`config.mk`:
```
export PLATFORM = sky130hd
export DESIGN_NAME = uart_rx_cfg_flat
export DESIGN_NICKNAME = d
export VERILOG_FILES = /design/src/rtl/uart_rx_cfg_if.sv /design/src/rtl/uart_rx_cfg.sv /design/src/flat_wrapper.sv
export SDC_FILE = /design/constraint.sdc
export NUM_CORES = 1
export LEC_CHECK = 0
export ABC_AREA = 1
export CORE_ASPECT_RATIO = 0.6
export CORE_MARGIN = 5
export CORE_UTILIZATION = 50
export DETAILED_ROUTE_END_ITERATION = 6
export GPL_ROUTABILITY_DRIVEN = 0
export HOLD_SLACK_MARGIN = 0.08
export PLACE_DENSITY = 0.71
export SLEW_MARGIN = 20
export SYNTH_ARGS = -nofsm -noshare
export SYNTH_HDL_FRONTEND = slang
export SYNTH_SLANG_ARGS = --single-unit
```
`constraint.sdc`:
```
create_clock -name clk -period 2.1 [get_ports clk]
set_input_delay 0.42 -clock clk [delete_from_list [all_inputs] [get_ports clk]]
set_output_delay 0.42 -clock clk [all_outputs]
set_load 0.01 [all_outputs]
```
`src/rtl/uart_rx_cfg_if.sv`:
```
// rtl/uart_rx_cfg_if.sv - received-word handshake bundle between uart_rx_cfg and its consumer
interface uart_rx_cfg_if #(
  parameter int DATA_BITS = 8
) ();
  logic [DATA_BITS-1:0] data;
  logic                 valid;
  logic                 ready;
  logic                 frame_err;
  logic                 parity_err;
  logic                 overrun;

  modport master (output data, valid, frame_err, parity_err, overrun, input ready);
  modport slave  (input data, valid, frame_err, parity_err, overrun, output ready);
endinterface

```
`src/rtl/uart_rx_cfg.sv`:
```
// rtl/uart_rx_cfg.sv - oversampled UART receiver with word holding register and overrun flag
// Optional per-data-bit CRC tap (crc_din/crc_en) enabled by defining UART_RX_CRC_TAP_EN.
module uart_rx_cfg #(
  parameter int TICKS_PER_BIT = 12,
  parameter int DATA_BITS     = 8,
  parameter int PARITY        = 0
) (
  input  logic clk,
  input  logic reset,
  input  logic rx,
`ifdef UART_RX_CRC_TAP_EN
  output logic crc_din,
  output logic crc_en,
`endif
  uart_rx_cfg_if.master m_if
);

  localparam int TW = $clog2(TICKS_PER_BIT);
  localparam int BW = $clog2(DATA_BITS);
  localparam logic [TW-1:0] TICK_FULL = TW'(TICKS_PER_BIT - 1);
  localparam logic [TW-1:0] TICK_HALF = TW'(TICKS_PER_BIT / 2 - 1);
  localparam logic [BW-1:0] BIT_LAST  = BW'(DATA_BITS - 1);

  typedef enum logic [2:0] {S_IDLE, S_START, S_DATA, S_PARITY, S_STOP} state_t;

  state_t               r_state, w_state_nxt;
  logic [1:0]           r_sync;
  logic                 r_prev;
  logic [1:0]           r_settle;
  logic                 r_armed;
  logic [TW-1:0]        r_tick, w_tick_nxt;
  logic [BW-1:0]        r_bitcnt, w_bitcnt_nxt;
  logic [DATA_BITS-1:0] r_shift;
  logic                 r_perr;
  logic [DATA_BITS-1:0] r_data;
  logic                 r_valid, r_fe, r_pe, r_ov;
  logic                 w_rxs, w_expire, w_sample_data, w_sample_par, w_done, w_perr_calc;

  assign w_rxs    = r_sync[1];
  assign w_expire = (r_tick == '0);

  always_comb begin
    w_state_nxt   = r_state;
    w_tick_nxt    = w_expire ? '0 : r_tick - 1'b1;
    w_bitcnt_nxt  = r_bitcnt;
    w_sample_data = 1'b0;
    w_sample_par  = 1'b0;
    w_done        = 1'b0;
    case (r_state)
      S_IDLE: begin
        // r_armed keeps a line already low at reset release from looking like a start edge
        if (r_armed && r_prev && !w_rxs) begin
          w_state_nxt = S_START;
          w_tick_nxt  = TICK_HALF;
        end
      end
      S_START: begin
        if (w_expire) begin
          if (w_rxs) begin
            w_state_nxt = S_IDLE;
          end else begin
            w_state_nxt  = S_DATA;
            w_tick_nxt   = TICK_FULL;
            w_bitcnt_nxt = '0;
          end
        end
      end
      S_DATA: begin
        if (w_expire) begin
          w_sample_data = 1'b1;
          w_tick_nxt    = TICK_FULL;
          if (r_bitcnt == BIT_LAST) begin
            w_state_nxt = (PARITY != 0) ? S_PARITY : S_STOP;
          end else begin
            w_bitcnt_nxt = r_bitcnt + 1'b1;
          end
        end
      end
      S_PARITY: begin
        if (w_expire) begin
          w_sample_par = 1'b1;
          w_tick_nxt   = TICK_FULL;
          w_state_nxt  = S_STOP;
        end
      end
      S_STOP: begin
        if (w_expire) begin
          w_done      = 1'b1;
          w_state_nxt = S_IDLE;
        end
      end
      default: w_state_nxt = S_IDLE;
    endcase
  end

  always_comb begin
    w_perr_calc = 1'b0;
    if (PARITY == 1) w_perr_calc = ~(^r_shift ^ w_rxs);
    if (PARITY == 2) w_perr_calc = ^r_shift ^ w_rxs;
  end

  always_ff @(posedge clk or posedge reset) begin
    if (reset) begin
      r_state  <= S_IDLE;
      r_tick   <= '0;
      r_bitcnt <= '0;
      r_sync   <= 2'b11;
      r_prev   <= 1'b1;
      r_settle <= '0;
      r_armed  <= 1'b0;
      r_shift  <= '0;
      r_perr   <= 1'b0;
    end else begin
      r_state  <= w_state_nxt;
      r_tick   <= w_tick_nxt;
      r_bitcnt <= w_bitcnt_nxt;
      r_sync   <= {r_sync[0], rx};
      r_prev   <= w_rxs;
      if (r_settle != 2'd3) r_settle <= r_settle + 2'd1;
      r_armed  <= r_armed | ((r_settle == 2'd3) && w_rxs);
      if (w_sample_data) r_shift <= {w_rxs, r_shift[DATA_BITS-1:1]};
      if (w_sample_par) r_perr <= w_perr_calc;
    end
  end

  // A word is only replaced when the consumer is taking the old one this same cycle
  always_ff @(posedge clk or posedge reset) begin
    if (reset) begin
      r_data  <= '0;
      r_valid <= 1'b0;
      r_fe    <= 1'b0;
      r_pe    <= 1'b0;
      r_ov    <= 1'b0;
    end else if (w_done) begin
      if (r_valid && !m_if.ready) begin
        r_ov <= 1'b1;
      end else begin
        r_data  <= r_shift;
        r_fe    <= ~w_rxs;
        r_pe    <= (PARITY != 0) ? r_perr : 1'b0;
        r_valid <= 1'b1;
        r_ov    <= 1'b0;
      end
    end else if (r_valid && m_if.ready) begin
      r_valid <= 1'b0;
      r_fe    <= 1'b0;
      r_pe    <= 1'b0;
      r_ov    <= 1'b0;
    end
  end

  assign m_if.data       = r_data;
  assign m_if.valid      = r_valid;
  assign m_if.frame_err  = r_fe;
  assign m_if.parity_err = r_pe;
  assign m_if.overrun    = r_ov;

`ifdef UART_RX_CRC_TAP_EN
  logic r_crc_en, r_crc_din;

  always_ff @(posedge clk or posedge reset) begin
    if (reset) begin
      r_crc_en  <= 1'b0;
      r_crc_din <= 1'b0;
    end else begin
      r_crc_en <= w_sample_data;
      if (w_sample_data) r_crc_din <= w_rxs;
    end
  end

  assign crc_en  = r_crc_en;
  assign crc_din = r_crc_din;
`endif

endmodule

```
`src/flat_wrapper.sv`:
```
// flat-port wrapper written by rule: the top's interface ports become plain ports
module uart_rx_cfg_flat 
#(
  parameter int TICKS_PER_BIT = 12,
  parameter int DATA_BITS     = 8,
  parameter int PARITY        = 0
)
  (clk, reset, rx, m_if_data, m_if_valid, m_if_frame_err, m_if_parity_err, m_if_overrun, m_if_ready);
  uart_rx_cfg_if #(.DATA_BITS(DATA_BITS)) m_if_i ();
  input  logic clk;
  input  logic reset;
  input  logic rx;
  output wire logic [$bits(m_if_i.data)-1:0] m_if_data;
  output wire logic [$bits(m_if_i.valid)-1:0] m_if_valid;
  output wire logic [$bits(m_if_i.frame_err)-1:0] m_if_frame_err;
  output wire logic [$bits(m_if_i.parity_err)-1:0] m_if_parity_err;
  output wire logic [$bits(m_if_i.overrun)-1:0] m_if_overrun;
  input wire logic [$bits(m_if_i.ready)-1:0] m_if_ready;
  assign m_if_data = m_if_i.data;
  assign m_if_valid = m_if_i.valid;
  assign m_if_frame_err = m_if_i.frame_err;
  assign m_if_parity_err = m_if_i.parity_err;
  assign m_if_overrun = m_if_i.overrun;
  assign m_if_i.ready = m_if_ready;
  uart_rx_cfg #(.TICKS_PER_BIT(TICKS_PER_BIT), .DATA_BITS(DATA_BITS), .PARITY(PARITY)) u_core (.clk(clk), .reset(reset), .rx(rx), .m_if(m_if_i));
endmodule
```
======== Word-level counts from Yosys, hierarchy flattened ========
Cells that the tools add are included.
operators by class
  add/subtract/negate cells ............... 3
  eq/ne operators ......................... 16
  mux-type cells .......................... 31
  bitwise gates (word level) .............. 3
  reduce and logical (&&, ||, !) cells .... 16
operator list
  kind                                                  count
  2-to-1 mux 3 bit                                      10
  2-to-1 mux 4 bit                                      5
  one-hot mux 3 bit (5 select lines)                    1
  2-to-1 mux 1 bit                                      12
  != test 2 x 1 -> 1 bit (second input constant)        6
  one-hot mux 4 bit (3 select lines)                    1
  != test 2 bit (second input constant)                 4
  equality test 3 x 2 -> 1 bit (second input constant)  2
  equality test 3 bit (second input constant)           2
  one-hot mux 3 bit (2 select lines)                    1
  AND reduction 6 bit                                   1
  logical AND 1 bit                                     5
  AND reduction 5 bit                                   1
  zero test 4 bit                                       1
  AND reduction 2 bit                                   2
  nonzero test 2 bit                                    2
  subtractor 4 x 1 -> 4 bit (second input constant)     1
  adder 3 x 1 -> 3 bit (second input constant)          1
  equality test 3 x 1 -> 1 bit (second input constant)  1
  zero test 3 bit                                       1
  adder 2 x 1 -> 2 bit (second input constant)          1
  equality test 2 bit (second input constant)           1
  zero test 1 bit                                       2
  2-to-1 mux 2 bit                                      1
  other kinds (3)                                       4
storage, ports and cells
  flip-flop bits (word level) ............. 36
  bits of input ports ..................... 4
  output and inout port bits .............. 12
  word-level logic and storage cells ...... 82

======== Longest topological paths before layout ========
Gate-level depths: netlist of run 1.
  word-level depth ........................ 5
  mapped depth ............................ 8
  gate-level depth less buffers ........... 8

======== Worst setup path after synthesis of run 1 ========
OpenSTA, ideal clock, no wires.
  path type ............................... register -> register
  from .................................... register u_core.r_tick[0]
  to ...................................... register u_core.r_shift[7]
  setup time .............................. 0.118 ns
  arrival ................................. 1.183 ns
  required time ........................... 1.982 ns
  path slack .............................. 0.799 ns
  cell stages (with the launch flop) ...... 9
  path buffers ............................ 1
  period minus slack after synthesis ...... 1.301 ns
  path through ............................ dfrtp_1 > inv_1 > ha_1 > nand3_4 > clkinv_4 > nand2_4 > buf_6 > nand2_2 > o21ai_2
between the ends
  cells in the longest elaborated chain, start to end .. 3
RTL lines
  item                    line                source
  from (decl)             uart_rx_cfg.sv:31   logic [TW-1:0] r_tick, w_tick_nxt;
  from (signal assigned)  uart_rx_cfg.sv:115  r_tick <= w_tick_nxt;
  zero test 4 bit         uart_rx_cfg.sv:40   assign w_expire = (r_tick == '0);
  2-to-1 mux 1 bit        --
  2-to-1 mux 1 bit        uart_rx_cfg.sv:49   case (r_state)
  to (signal assigned)    uart_rx_cfg.sv:121  if (w_sample_data) r_shift <= {w_rxs, r_shift[DATA_BITS-1:1]};
  to (decl)               uart_rx_cfg.sv:33   logic [DATA_BITS-1:0] r_shift;
Every way passes these cells.
A chain may end at the register's enable or synchronous reset.

======== Final worst setup path of run 1 ========
  from .................................... register u_core.r_valid (netlist: u_core.m_if.valid)
  to ...................................... output port m_if_valid
RTL lines
  item                    line                source
  from (decl)             uart_rx_cfg.sv:36   logic r_valid, r_fe, r_pe, r_ov;
  from (signal assigned)  uart_rx_cfg.sv:130  r_valid <= 1'b0;
  from (signal assigned)  uart_rx_cfg.sv:141  r_valid <= 1'b1;
  from (signal assigned)  uart_rx_cfg.sv:145  r_valid <= 1'b0;
  to (decl)               flat_wrapper.sv:14  output wire logic [$bits(m_if_i.valid)-1:0] m_if_valid;
No word-level cell between the ends.

==> impl_metrics.env, run 1 <==
export IMPL_ios=16
export IMPL_die_area_sq_um=4640
export IMPL_peakVddDrop_v=0.000540
export IMPL_critPathCaptureType="primary output"
export IMPL_clock_sinks=35
export IMPL_cp_cell_sequence="clkdlybuf4s50_1"
export IMPL_numCtsBuffers=5
export IMPL_clkLatencyLatePin_ps=280
export IMPL_grt_usage=0.145
export IMPL_syn_nets=189
export IMPL_antenna_found_initial=0
export IMPL_cts_setup_buffers=0
export IMPL_swShare=0.375
export IMPL_synth_most_common_cell="nand2_1"
export IMPL_p_leak_nw=0.954
export IMPL_synthArstFlopShare=1.00
export IMPL_start_util=0.516
export IMPL_coreArea_sq_um=3240
export IMPL_ys_top_cells_by_area="dfrtp_1 48%, nand2_1 11%, o21ai_2 7.3%, dfstp_2 4.7%, inv_1 4.7%"
export IMPL_finalInstanceArea_sq_um=1950
export IMPL_power_frac_seq=0.380
export IMPL_total_power_mw=2.35
export IMPL_hold_path_class="reg2reg"
export IMPL_yosysSeqAreaShare=0.526
export IMPL_vias_per_cell=4.79
export IMPL_crit_buf_inv=1
export IMPL_ctsResizeCount=0
export IMPL_final_min_clock_period_ps=1620
export IMPL_drt_antenna_violating_nets=0
export IMPL_place_area_sq_um=1840
export IMPL_finalSetupViolCount=0
export IMPL_finalCritPeriodShare=0.772
export IMPL_crit_type="reg2out"
export IMPL_num_rows=16
export IMPL_chipWidth_microns=84.7
export IMPL_cts_tree="built"
export IMPL_cap_violations=0
export IMPL_drtIter0Drc=33
export IMPL_syn_inst=181
export IMPL_ctsHoldBuffers=0
export IMPL_ys_flop_type="dfrtp_1"
export IMPL_fmax_ghz=0.617
export IMPL_clock_path_buffers=2
export IMPL_status="complete, no violations"
export IMPL_clkPwrFrac=0.250
export IMPL_num_antenna_cells=0
export IMPL_dr_pass1_iters=4
export IMPL_dp_final_hpwl_microns=2220
export IMPL_final_layout_size_suffix_gt1_frac=0.214
export IMPL_via_count=1179
export IMPL_io_buffers=14
export IMPL_overflow=0
export IMPL_grt_max_degree=21
export IMPL_clock_skew_ps=5.80
export IMPL_yosysTopAreaCell="dfrtp_1"
export IMPL_area_growth_pct=16.5
export IMPL_path_clk_slew_ps=70
export IMPL_layout_nets=208
export IMPL_final_util=0.601
export IMPL_drc_errors=0
export IMPL_final_hold_viol_count=0
export IMPL_worstPathRequired_ps=1680
export IMPL_combPwrFrac=0.370
export IMPL_wl_per_cell_microns=11.8
export IMPL_yosysTopAreaCellShare=0.479
export IMPL_yosys_warnings=0
export IMPL_synth_edf_count=0
export IMPL_max_stage_delay_ps=540
export IMPL_synthTopCellsByCount="50 x nand2_1, 32 x dfrtp_1, 21 x inv_1"
export IMPL_h_tree_depth=2
export IMPL_worstPathArrival_ps=1200
export IMPL_rsz0062_at_grt="no"
export IMPL_grt_pass1_vias=1161
export IMPL_synth_area_sq_um=1670
export IMPL_synth_seq_cells=35
export IMPL_cellInternalPower_mw=1.47
export IMPL_slew_violations=0
export IMPL_tns_ps=0
export IMPL_power_switching_uw=881
export IMPL_fillCellCount=285
export IMPL_synth_distinct_cells=26
export IMPL_grt_pass1_wl_microns=5000
export IMPL_powerDensity_nw_per_um2=1200
export IMPL_path_max_fanout=3
export IMPL_cpMaxStageDelayCell="clkdlybuf4s50_1"
export IMPL_startpoint_type="flip-flop"
export IMPL_postSynthAreaPerCell_sq_um=9.24
export IMPL_path_delay_family="buffers and inverters"
export IMPL_routed_wl_microns=2900
export IMPL_die_h_microns=54.8
export IMPL_cts_root_buf="clkbuf_8"
cells in the final DEF, fill, tap and decap left out, drive strengths merged:
cell / count
nand2: 56
dfstp: 3
nand4: 2
nor3: 1
xnor2: 1
inv: 25
or2: 1
o21ai: 23
ha: 4
a21oi: 3
clkdlybuf4s50: 14
clkbuf: 7
nor2: 12
clkinv: 1
conb: 1
buf: 2
dfrtp: 32
nand3: 10
o21bai: 2
bufinv: 1
power by group through the flow:
stage	Combinational, mW	Clock [mW]	Sequential (mW)
finish	0.869	0.587	0.892
global route	0.987	0.643	0.906
CTS	0.872	0.603	0.891
floorplan	0.669	0	0.899
global placement	0.830	0	0.899
detailed placement	0.868	0	0.904
through the flow:
stage,std cells,hold slack [ps],setup slack [ps]
after floorplan,181,345,799
after global placement,238,346,518
after detailed placement,238,348,475
after CTS,246,358,467
after global routing,246,365,422
final,246,357,479
routing by layer:
layer  vias up  track usage  part of all wire
met5         -            0                 0
li1        608            -                 -
met3         5       0.0617             0.042
met1       544        0.156              0.46
met4         0       0.0579            0.0072
met2        22        0.261              0.49
path summary, 6_finish.rpt:
kind / startpoint / end / slack [ps] / cells after the start
setup / recovery: u_core.m_if.valid$_DFFE_PP0P_ / m_if_valid / 480 / 1
hold / removal: u_core.r_sync[0]$_DFF_PP1_ / u_core.r_sync[1]$_DFF_PP1_ / 360 / 0
setup reg to reg: u_core.r_tick[0]$_DFF_PP0_ / u_core.m_if.data[2]$_DFFE_PP0P_ / 560 / 7
hold reg to reg: u_core.r_sync[0]$_DFF_PP1_ / u_core.r_sync[1]$_DFF_PP1_ / 360 / 0
max in group asynchronous: reset / u_core.r_sync[0]$_DFF_PP1_ / 1060 / 3
min in group asynchronous: reset / u_core.r_tick[0]$_DFF_PP0_ / 420 / 2
cells by family (layout without fill, tap and decap cells):
family                   after synthesis  after routing  synth area share
XOR/XNOR                               1              1           0.00524
adder cells (fa/ha/maj)                4              4            0.0299
AO/OA/AOI/OAI                         28             28             0.118
flip-flops                            35             35             0.526
buffers and inverters                 30             50            0.0860
AND/OR/NAND/NOR                       82             82             0.233
other                                  1              1           0.00224
layout make-up:
type	count	area [sq um]	area share
flip-flops and latches	35	880	0.451
well taps	45	56.3	0.0289
clock buffers	7	76.3	0.0392
clock inverters	1	30.0	0.0154
repair buffers	16	155	0.0796
inverters	26	103	0.0526
multi-input cells	116	649	0.333
state kept, by name, indices dropped and copies added, names as in the netlist, 2 cells and up:
name,flops
u_core.r_shift,8
u_core.r_bitcnt,3
u_core.m_if.data,8
u_core.r_settle,2
u_core.r_tick,4
u_core.r_state,3
u_core.r_sync,2
(Power assumes the default switching activity.)
==> run 2, diff against run 1 <==
clock period = 1.6 ns   (was 2.1 ns; I/O delays follow)
==> run 2 against run 1 <==
  * Clock power rose by 5.8%
  * Register-to-register slack got worse by 420 ps
  * Sequential share of layout area barely moved
  * Highest routed layer unchanged
==> impl_metrics.env, run 2 (synthesized netlist as in run 1, its figures left out) <==
export IMPL_grt_max_degree=36
export IMPL_met2_usage=0.240
export IMPL_ctsResizeCount=0
export IMPL_slew_violations=0
export IMPL_cts_tree="built"
export IMPL_clkLatencyLatePin_ps=280
export IMPL_path_delay_family="buffers and inverters"
export IMPL_cpMaxStageDelayCell="clkdlybuf4s50_1"
export IMPL_cts_root_buf="clkbuf_8"
export IMPL_rsz0062_at_grt="no"
export IMPL_path_max_fanout=2
export IMPL_die_area_sq_um=4640
export IMPL_crit_type="reg2out"
export IMPL_p_leak_nw=0.943
export IMPL_grtUsageMet3=0.0451
export IMPL_chipWidth_microns=84.7
export IMPL_cap_violations=0
export IMPL_numCtsBuffers=5
export IMPL_status="complete, no violations"
export IMPL_overflow=0
export IMPL_mostFrequentLayoutCells="50 x nand2_1, 32 x dfrtp_1, 21 x inv_1"
export IMPL_clock_sinks=35
export IMPL_cp_cell_sequence="clkdlybuf4s50_1"
export IMPL_final_layout_size_suffix_gt1_frac=0.219
export IMPL_max_stage_delay_ps=550
export IMPL_final_min_clock_period_ps=1520
export IMPL_startpoint_type="flip-flop"
export IMPL_layout_nets=208
export IMPL_power_frac_seq=0.398
export IMPL_via_count=1201
export IMPL_coreArea_sq_um=3240
export IMPL_gr_max_usage_layer="met2"
export IMPL_grt_usage=0.144
export IMPL_final_hold_viol_count=0
export IMPL_dr_pass1_iters=4
export IMPL_dp_final_hpwl_microns=2180
export IMPL_drt_antenna_violating_nets=0
export IMPL_peakVddDrop_v=0.000673
export IMPL_total_power_mw=2.95
export IMPL_area_growth_pct=16.6
export IMPL_h_tree_depth=2
export IMPL_ios=16
export IMPL_cellInternalPower_mw=1.77
export IMPL_routed_wl_microns=3020
export IMPL_groute_layer_met1_usage=0.181
export IMPL_antenna_found_initial=0
export IMPL_finalSetupViolCount=0
export IMPL_num_rows=16
export IMPL_cts_setup_buffers=0
export IMPL_fmax_ghz=0.656
export IMPL_drtIter0Drc=68
export IMPL_grt_pass1_wl_microns=5060
export IMPL_hold_path_class="reg2reg"
export IMPL_clock_skew_ps=5.79
export IMPL_path_clk_slew_ps=70
export IMPL_multiInputGateArea_sq_um=667
export IMPL_seq_area_sq_um=880
export IMPL_tns_ps=0
export IMPL_clock_path_buffers=2
export IMPL_grt_pass1_vias=1138
export IMPL_vias_per_cell=4.88
export IMPL_drc_errors=0
export IMPL_final_common_cell="nand2_1"
export IMPL_combPwrFrac=0.391
export IMPL_worstPathArrival_ps=1200
export IMPL_swShare=0.400
export IMPL_io_buffers=14
export IMPL_num_antenna_cells=0
export IMPL_wl_per_cell_microns=12.3
export IMPL_die_h_microns=54.8
export IMPL_fillCellCount=271
export IMPL_ctsHoldBuffers=0
export IMPL_powerDensity_nw_per_um2=1510
export IMPL_critPathCaptureType="primary output"
export IMPL_finalCritPeriodShare=0.952
export IMPL_start_util=0.516
export IMPL_worstPathRequired_ps=1280
export IMPL_clkPwrFrac=0.211
export IMPL_power_switching_mw=1.18
export IMPL_crit_buf_inv=1
## run 2: changes by cell type in the layout (fill, tap and decap cells not counted)
| cell | change |
|---|---|
| bufinv_16 | -1 |
| clkbuf_1 | -1 |
| nand3_4 | +1 |
| clkinv_2 | +1 |
| buf_12 | +1 |
| clkinvlp_4 | +1 |
| buf_4 | -2 |
## run 2: path summary, 6_finish.rpt
path                       depth (start not counted)                       startpoint  slack [ps]                             end
max                                                1  u_core.m_if.data[5]$_DFFE_PP0P_          80                    m_if_data[5]
max in group asynchronous                          3                            reset         980         u_core.r_prev$_DFF_PP1_
min reg2reg                                        0       u_core.r_sync[0]$_DFF_PP1_         360      u_core.r_sync[1]$_DFF_PP1_
min                                                0       u_core.r_sync[0]$_DFF_PP1_         360      u_core.r_sync[1]$_DFF_PP1_
max reg2reg                                        7       u_core.r_tick[0]$_DFF_PP0_         140   u_core.r_shift[4]$_DFFE_PP0P_
min in group asynchronous                          3                            reset         370  u_core.r_settle[0]$_DFFE_PP0P_
## run 2: power by group through the flow
stage,clock network [mW],registers (mW),logic [mW]
3_5_place_dp,0,1.19,1.13
3_3_place_gp,0,1.18,1.09
2_1_floorplan,0,1.18,0.878
6_report,0.621,1.17,1.15
5_1_grt,0.670,1.20,1.33
4_1_cts,0.636,1.17,1.14
## run 2: metal layers
layer / vias to the layer above / share of wire
met3: 5 / 0.038
met4: 0 / 0.0089
met2: 20 / 0.49
met1: 569 / 0.46
li1: 607 / -
met5: - / 0
## run 2: metrics by stage
step	util	cell area [sq um]	hold WS (ps)	worst slack (ps)	cells
3_3_place_gp	0.570	1850	346	121	237
2_1_floorplan	-	1670	324	299	181
5_1_grt	0.601	1950	365	36.2	246
6_report	0.601	1950	357	76.1	246
3_5_place_dp	0.570	1850	352	59.8	237
4_1_cts	0.596	1930	358	39.5	245
## run 2: layout make-up
cell class,instances,area share
clock buffer,6,0.0372
clock inverter,2,0.00641
inverter,26,0.0526
multi-input combinational,117,0.342
sequential,35,0.451
tap,45,0.0289
timing repair buffer,15,0.0821
